## config.mk

```make
export PLATFORM = sky130hd
export DESIGN_NAME = uart_receiver
export DESIGN_NICKNAME = d
export VERILOG_FILES = /design/src/rtl/uart_receiver_pkg.sv /design/src/rtl/uart_receiver_sync_2ff.sv /design/src/rtl/uart_receiver.sv
export SDC_FILE = /design/constraint.sdc
export NUM_CORES = 1
export LEC_CHECK = 0
export CAP_MARGIN = 20
export CORE_ASPECT_RATIO = 1.4
export CORE_MARGIN = 2
export CORE_UTILIZATION = 50
export DETAILED_ROUTE_END_ITERATION = 16
export GPL_TIMING_DRIVEN = 1
export PLACE_DENSITY_LB_ADDON = 0.05
export REMOVE_ABC_BUFFERS = 1
export SETUP_SLACK_MARGIN = 0.05
export SLEW_MARGIN = 20
export SYNTH_ARGS = -nofsm -noshare
export SYNTH_HDL_FRONTEND = slang
export SYNTH_SLANG_ARGS = --single-unit
```

## constraint.sdc

```tcl
create_clock -name i_clk -period 2 [get_ports i_clk]
set_input_delay 0.2 -clock i_clk [delete_from_list [all_inputs] [get_ports i_clk]]
set_output_delay 0.2 -clock i_clk [all_outputs]
set_load 0.01 [all_outputs]
```

## src/rtl/uart_receiver_pkg.sv

```systemverilog
// Shared UART definitions: clocking constants and receiver state encoding.
package uart_receiver_pkg;

  localparam int UART_CLK_HZ          = 12_000_000;
  localparam int UART_BAUD            = 115_200;
  localparam int DEFAULT_CLKS_PER_BIT = UART_CLK_HZ / UART_BAUD;

  typedef enum logic [2:0] {
    ST_IDLE      = 3'd0,
    ST_START     = 3'd1,
    ST_DATA      = 3'd2,
    ST_STOP      = 3'd3,
    ST_WAIT_IDLE = 3'd4
  } rx_state_e;

endpackage

```

## src/rtl/uart_receiver_sync_2ff.sv

```systemverilog
// Two-flop synchroniser for an asynchronous level input; resets to the idle-high value.
module sync_2ff (
  input  logic clk,
  input  logic rst_n,
  input  logic d,
  output logic q
);

  logic meta_reg;
  logic q_reg;

  // Shift the raw input through two flops; both park high in reset so the line looks idle.
  always_ff @(posedge clk) begin
    if (!rst_n) begin
      meta_reg <= 1'b1;
      q_reg    <= 1'b1;
    end else begin
      meta_reg <= d;
      q_reg    <= meta_reg;
    end
  end

  assign q = q_reg;

endmodule

```

## src/rtl/uart_receiver.sv

```systemverilog
// 8N1 UART receiver: bit-period counter sampling at bit centres, one-deep valid/ready holding register.
module uart_receiver
  import uart_receiver_pkg::*;
#(
  parameter int CLKS_PER_BIT = DEFAULT_CLKS_PER_BIT
) (
  input  logic       i_clk,
  input  logic       i_rst_n,
  input  logic       i_rx,
  output logic [7:0] o_data,
  output logic       o_valid,
  input  logic       i_ready,
  output logic       o_busy,
  output logic       o_frame_err,
  output logic       o_overrun
);

  localparam int CW = $clog2(CLKS_PER_BIT);
  localparam logic [CW-1:0] HALF_M1 = CW'(CLKS_PER_BIT / 2 - 1);
  localparam logic [CW-1:0] FULL_M1 = CW'(CLKS_PER_BIT - 1);

  logic            rx_s;
  rx_state_e       state_reg;
  logic [CW-1:0]   cnt_reg;
  logic [2:0]      bit_idx_reg;
  logic [7:0]      shift_reg;
  logic [7:0]      data_reg;
  logic            valid_reg;
  logic            busy_reg;
  logic            ferr_reg;
  logic            ovr_reg;

  sync_2ff u_sync (
    .clk   (i_clk),
    .rst_n (i_rst_n),
    .d     (i_rx),
    .q     (rx_s)
  );

  // Frame FSM plus output holding register; the delivery branch overrides a same-cycle accept.
  always_ff @(posedge i_clk) begin
    if (!i_rst_n) begin
      state_reg   <= ST_IDLE;
      cnt_reg     <= '0;
      bit_idx_reg <= '0;
      shift_reg   <= '0;
      data_reg    <= '0;
      valid_reg   <= 1'b0;
      busy_reg    <= 1'b0;
      ferr_reg    <= 1'b0;
      ovr_reg     <= 1'b0;
    end else begin
      ferr_reg <= 1'b0;
      ovr_reg  <= 1'b0;
      if (valid_reg && i_ready) begin
        valid_reg <= 1'b0;
      end
      case (state_reg)
        ST_IDLE: begin
          if (!rx_s) begin
            state_reg <= ST_START;
            cnt_reg   <= '0;
            busy_reg  <= 1'b1;
          end
        end
        ST_START: begin
          if (cnt_reg == HALF_M1) begin
            if (!rx_s) begin
              state_reg   <= ST_DATA;
              cnt_reg     <= '0;
              bit_idx_reg <= '0;
            end else begin
              // Start bit vanished before its centre: treat as a glitch.
              state_reg <= ST_IDLE;
              busy_reg  <= 1'b0;
            end
          end else begin
            cnt_reg <= cnt_reg + 1'b1;
          end
        end
        ST_DATA: begin
          if (cnt_reg == FULL_M1) begin
            shift_reg   <= {rx_s, shift_reg[7:1]};
            cnt_reg     <= '0;
            bit_idx_reg <= bit_idx_reg + 3'd1;
            if (bit_idx_reg == 3'd7) begin
              state_reg <= ST_STOP;
            end
          end else begin
            cnt_reg <= cnt_reg + 1'b1;
          end
        end
        ST_STOP: begin
          if (cnt_reg == FULL_M1) begin
            cnt_reg <= '0;
            if (rx_s) begin
              state_reg <= ST_IDLE;
              busy_reg  <= 1'b0;
              if (!valid_reg || i_ready) begin
                data_reg  <= shift_reg;
                valid_reg <= 1'b1;
              end else begin
                ovr_reg <= 1'b1;
              end
            end else begin
              ferr_reg  <= 1'b1;
              state_reg <= ST_WAIT_IDLE;
            end
          end else begin
            cnt_reg <= cnt_reg + 1'b1;
          end
        end
        ST_WAIT_IDLE: begin
          // A held-low line reports one error, then waits for the line to recover.
          if (rx_s) begin
            state_reg <= ST_IDLE;
            busy_reg  <= 1'b0;
          end
        end
        default: begin
          state_reg <= ST_IDLE;
          busy_reg  <= 1'b0;
        end
      endcase
    end
  end

  assign o_data      = data_reg;
  assign o_valid     = valid_reg;
  assign o_busy      = busy_reg;
  assign o_frame_err = ferr_reg;
  assign o_overrun   = ovr_reg;

endmodule

```

==> results of run 1 <==
[worst max path at each step]
stage / depth (start not counted) / startpoint / slack, ns / end
floorplan: 5 / cnt_reg[0]$_SDFFE_PN0P_ / -0.62 / shift_reg[0]$_SDFFE_PN0P_
global placement: 5 / cnt_reg[0]$_SDFFE_PN0P_ / 0.12 / bit_idx_reg[1]$_SDFFE_PN0P_
detailed placement: 5 / cnt_reg[0]$_SDFFE_PN0P_ / 0.07 / bit_idx_reg[1]$_SDFFE_PN0P_
global route: 4 / cnt_reg[3]$_SDFFE_PN0P_ / 0.06 / cnt_reg[0]$_SDFFE_PN0P_
finish: 6 / cnt_reg[0]$_SDFFE_PN0P_ / 0.13 / cnt_reg[6]$_SDFFE_PN0P_
CTS: 5 / cnt_reg[0]$_SDFFE_PN0P_ / 0.06 / bit_idx_reg[1]$_SDFFE_PN0P_
[cells in the mapped netlist]
cell type / count / area [sq um]
dfxtp_1: 35 / 701
nor4b_1: 1 / 8.76
or4_1: 1 / 7.51
o211a_1: 2 / 20.0
nand3_1: 7 / 35.0
nor3_1: 4 / 20.0
nor2b_1: 12 / 75.1
o21ai_0: 10 / 50.1
nand2_1: 26 / 97.6
nor2_1: 7 / 26.3
ha_1: 3 / 37.5
a21oi_1: 4 / 20.0
o21a_1: 3 / 22.5
or4b_4: 1 / 13.8
o221ai_1: 5 / 43.8
o22ai_1: 1 / 6.26
nand2b_1: 6 / 37.5
a31oi_1: 2 / 12.5
or4_4: 1 / 11.3
a21oi_4: 1 / 16.3
a22oi_1: 1 / 7.51
a211o_1: 1 / 8.76
buf_4: 1 / 7.51
nor4bb_1: 1 / 10.0
buf_1: 2 / 7.51
nand4bb_1: 1 / 11.3
and3_1: 2 / 12.5
clkbuf_1: 6 / 22.5
o21ai_1: 2 / 10.0
or3_1: 1 / 6.26
a32o_1: 1 / 10.0
buf_2: 3 / 15.0
nor3b_1: 2 / 15.0
inv_1: 8 / 30.0
mux2i_1: 16 / 160
and2_1: 4 / 25.0
buf_6: 1 / 11.3
a41oi_1: 1 / 8.76
nor4_1: 3 / 18.8
o211ai_1: 4 / 30.0
[cell families after synthesis]
family | Yosys count | share of synthesized area [%]
AND/OR/NAND/NOR | 80 | 25.5
adder cells (fa/ha/maj) | 3 | 2.22
AO/OA/AOI/OAI | 38 | 15.8
buffers and inverters | 21 | 5.55
flip-flops | 35 | 41.5
multiplexers | 16 | 9.47
[power groups by stage]
stage / sequential (mW) / clock (mW) / combinational, mW
floorplan: 0.722 / 0 / 0.0243
global placement: 0.720 / 0 / 0.0539
detailed placement: 0.720 / 0 / 0.0556
CTS: 0.704 / 0.530 / 0.0557
global route: 0.703 / 0.555 / 0.0614
finish: 0.703 / 0.511 / 0.0569
[metal layers]
metal	wire [um]	part of all wire, %
met5	0	0
met4	83	2.2
met3	118	3.2
met2	2030	54
met1	1500	40
[repair_timing]
action | 4_1_cts | 5_1_grt
setup endpoints to repair | 0 | 20
setup buffers | 0 | 2
resized for setup | 0 | 4
[cell type report]
| class | count | area [sq um] |
|---|---|---|
| Multi-Input combinational cell | 137 | 908 |
| Fill cell | 302 | 1280 |
| Timing Repair Buffer | 27 | 253 |
| Clock buffer | 6 | 82.6 |
| Inverter | 8 | 30.0 |
| Clock inverter | 1 | 5.00 |
| Tap cell | 40 | 50.0 |
| Sequential cell | 35 | 706 |
[critical path, cell delays in order, from the launching register on]
cell and delay (ns):
dfxtp_4 0.35, ha_1 0.20, buf_4 0.16, nor4b_1 0.15, a21oi_1 0.54, o221ai_1 0.22
a22oi_1 0.18
[per-stage QoR]
stage / instance area [sq um] / power, mW / cells
floorplan: 1630 / 0.746 / 180
global placement: 1920 / 0.774 / 245
detailed placement: 1920 / 0.776 / 245
CTS: 2010 / 1.29 / 252
global route: 2030 / 1.32 / 254
finish: 2030 / 1.27 / 254
==> metrics.md, run 1 <==
| Metric | Value |
|---|---|
| Outcome | complete, no violations |
| Die Width | ~53 um |
| Critical Path RT | between 2 and 2.5 ns |
| Root Buffer | clkbuf_8 |
| I/O pin cnt | 16 |
| Worst hold endpoint | u_sync.q$_SDFF_PN1_ |
| Pwr/cell area | 625 mW/mm^2 |
| Crit path DAT | 2.09 ns |
| Sum Neg Setup Slack | 0 ns |
| Final setup fails | 0 |
| R2R setup slack | 0.13 ns |
| Initial Utilization | 51.0% |
| Total GRT Usage | 22.1% |
| Hold_sp | u_sync.meta_reg$_SDFF_PN1_ |
| Vias in the first global route | roughly 1400 |
| Final critical-path share of the clock period | 93.7% |
| Post-route ant nets | 0 |
| Layout Skew | between 0.006 and 0.007 ns |
| Sw Ratio | around 22% |
| Clk pwr share | 40.2% |
| Post-Synthesis Cells | ~190 |
| Routability cong. | 0.881 |
| Drt pass-1 iters | 4 |
| Top Usage Layer GRT | met2 |
| RSZ-0062 raised after global routing | no |
| Nets | 221 |
| Antenna violations before repair | 0 |
| R2R depth | 6 |
| Final worst slack | 0.126 ns |
| F_max | 534 MHz |
| Combinational Power Share | 4.5% |
| Pin count of the biggest net entering global routing | 39 |
| Critical-path maximum fanout | 7 |
| Hold Buf Count CTS | 0 |
| Worst slew pin tran | 0.677 ns |
| GRT met1 Usage | 24.2% |
| Yosys reg bits | 35 |
| Reg-to-Reg Start | cnt_reg[0]$_SDFFE_PN0P_ |
| Antenna Cells | 0 |
| Max Cap Viol | 0 |
| Drt initial violations | 40 |
| Sequential power share | between 50% and 60% |
| Switch Pwr | approximately 0.28 mW |
| Leading cell type in the layout, fill and taps excluded | dfxtp_1 |
| Buffers on Ports | 15 |
| Pint | 0.995 mW |
| Unique masters post-synth | 40 |
| Synthesized area per cell | 8.76 sq um |
| Fin util | 61.4% |
| Worst rel slew slack | a little over half |
| Ys Warns | 0 |
| Chip height | 72.8 um |
| Core area | around 0.0033 sq mm |
| Min Tclk post-route | 1.87 ns |
| DR vias/cell | 5.76 |
| CTS tree | yes |
| Clk Latency, worst-skew pair | between 0.2 and 0.3 ns |
| Wire length per cell | approximately 15 um |
| Worst Setup End Kind | register |
| Cell Rows | 25 |
| Max Root-Sink Buffers | 2 |
| H-Tree Depth | 2 |
| Worst Hold Class | register to register |
| Critical R2R Capture | cnt_reg[6]$_SDFFE_PN0P_ |
| Most frequent cells in the layout | 33 x dfxtp_1, 26 x nand2_1, 16 x mux2i_1 |
| Via count | 1463 |
| DRC Markers | 0 |
| Die Area | between 0.003 and 0.004 sq mm |
| Layout cells sized above 1 | 12.1% |
| Hold Slack | 0.430 ns |
| Clock sinks | 35 |
| Maximum VDD drop | 0.501 mV |
| Static Leak | 0.704 nW |
| Mapped cell area | 0.00169 sq mm |
| CP Class | register to register |
| Seq/Total Area, Yosys | between 40% and 50% |
| CTS buffer count | 5 |
| Slew Limit Fails | 0 |
| Met3 Use GR | between 5 and 6% |
| Crit start category | register |
| Global-route wire length before repair | about 6300 um |
| WL final | 3730 um |
| Dpl hpwl | 2590 um |
| GRT Residual Overflow | 0 |
| Dpl ws | 0.0702 ns |
| Area grow syn2layout | 20.4% |
| Fin. Hold Viols | 0 |
| Clock transition at path regs | 0.07 ns |
| Met2 Use GR | 38.6% |
| WHS Path Cells | 1 |
Power figures use the tool's default switching activity.
==> inputs of run 2 (changes only) <==
Settings changed: ABC_CLOCK_PERIOD_IN_PS set to 2000.
==> results of run 2 <==
The final DEF is identical to that of run 1; final timing and power are the same.
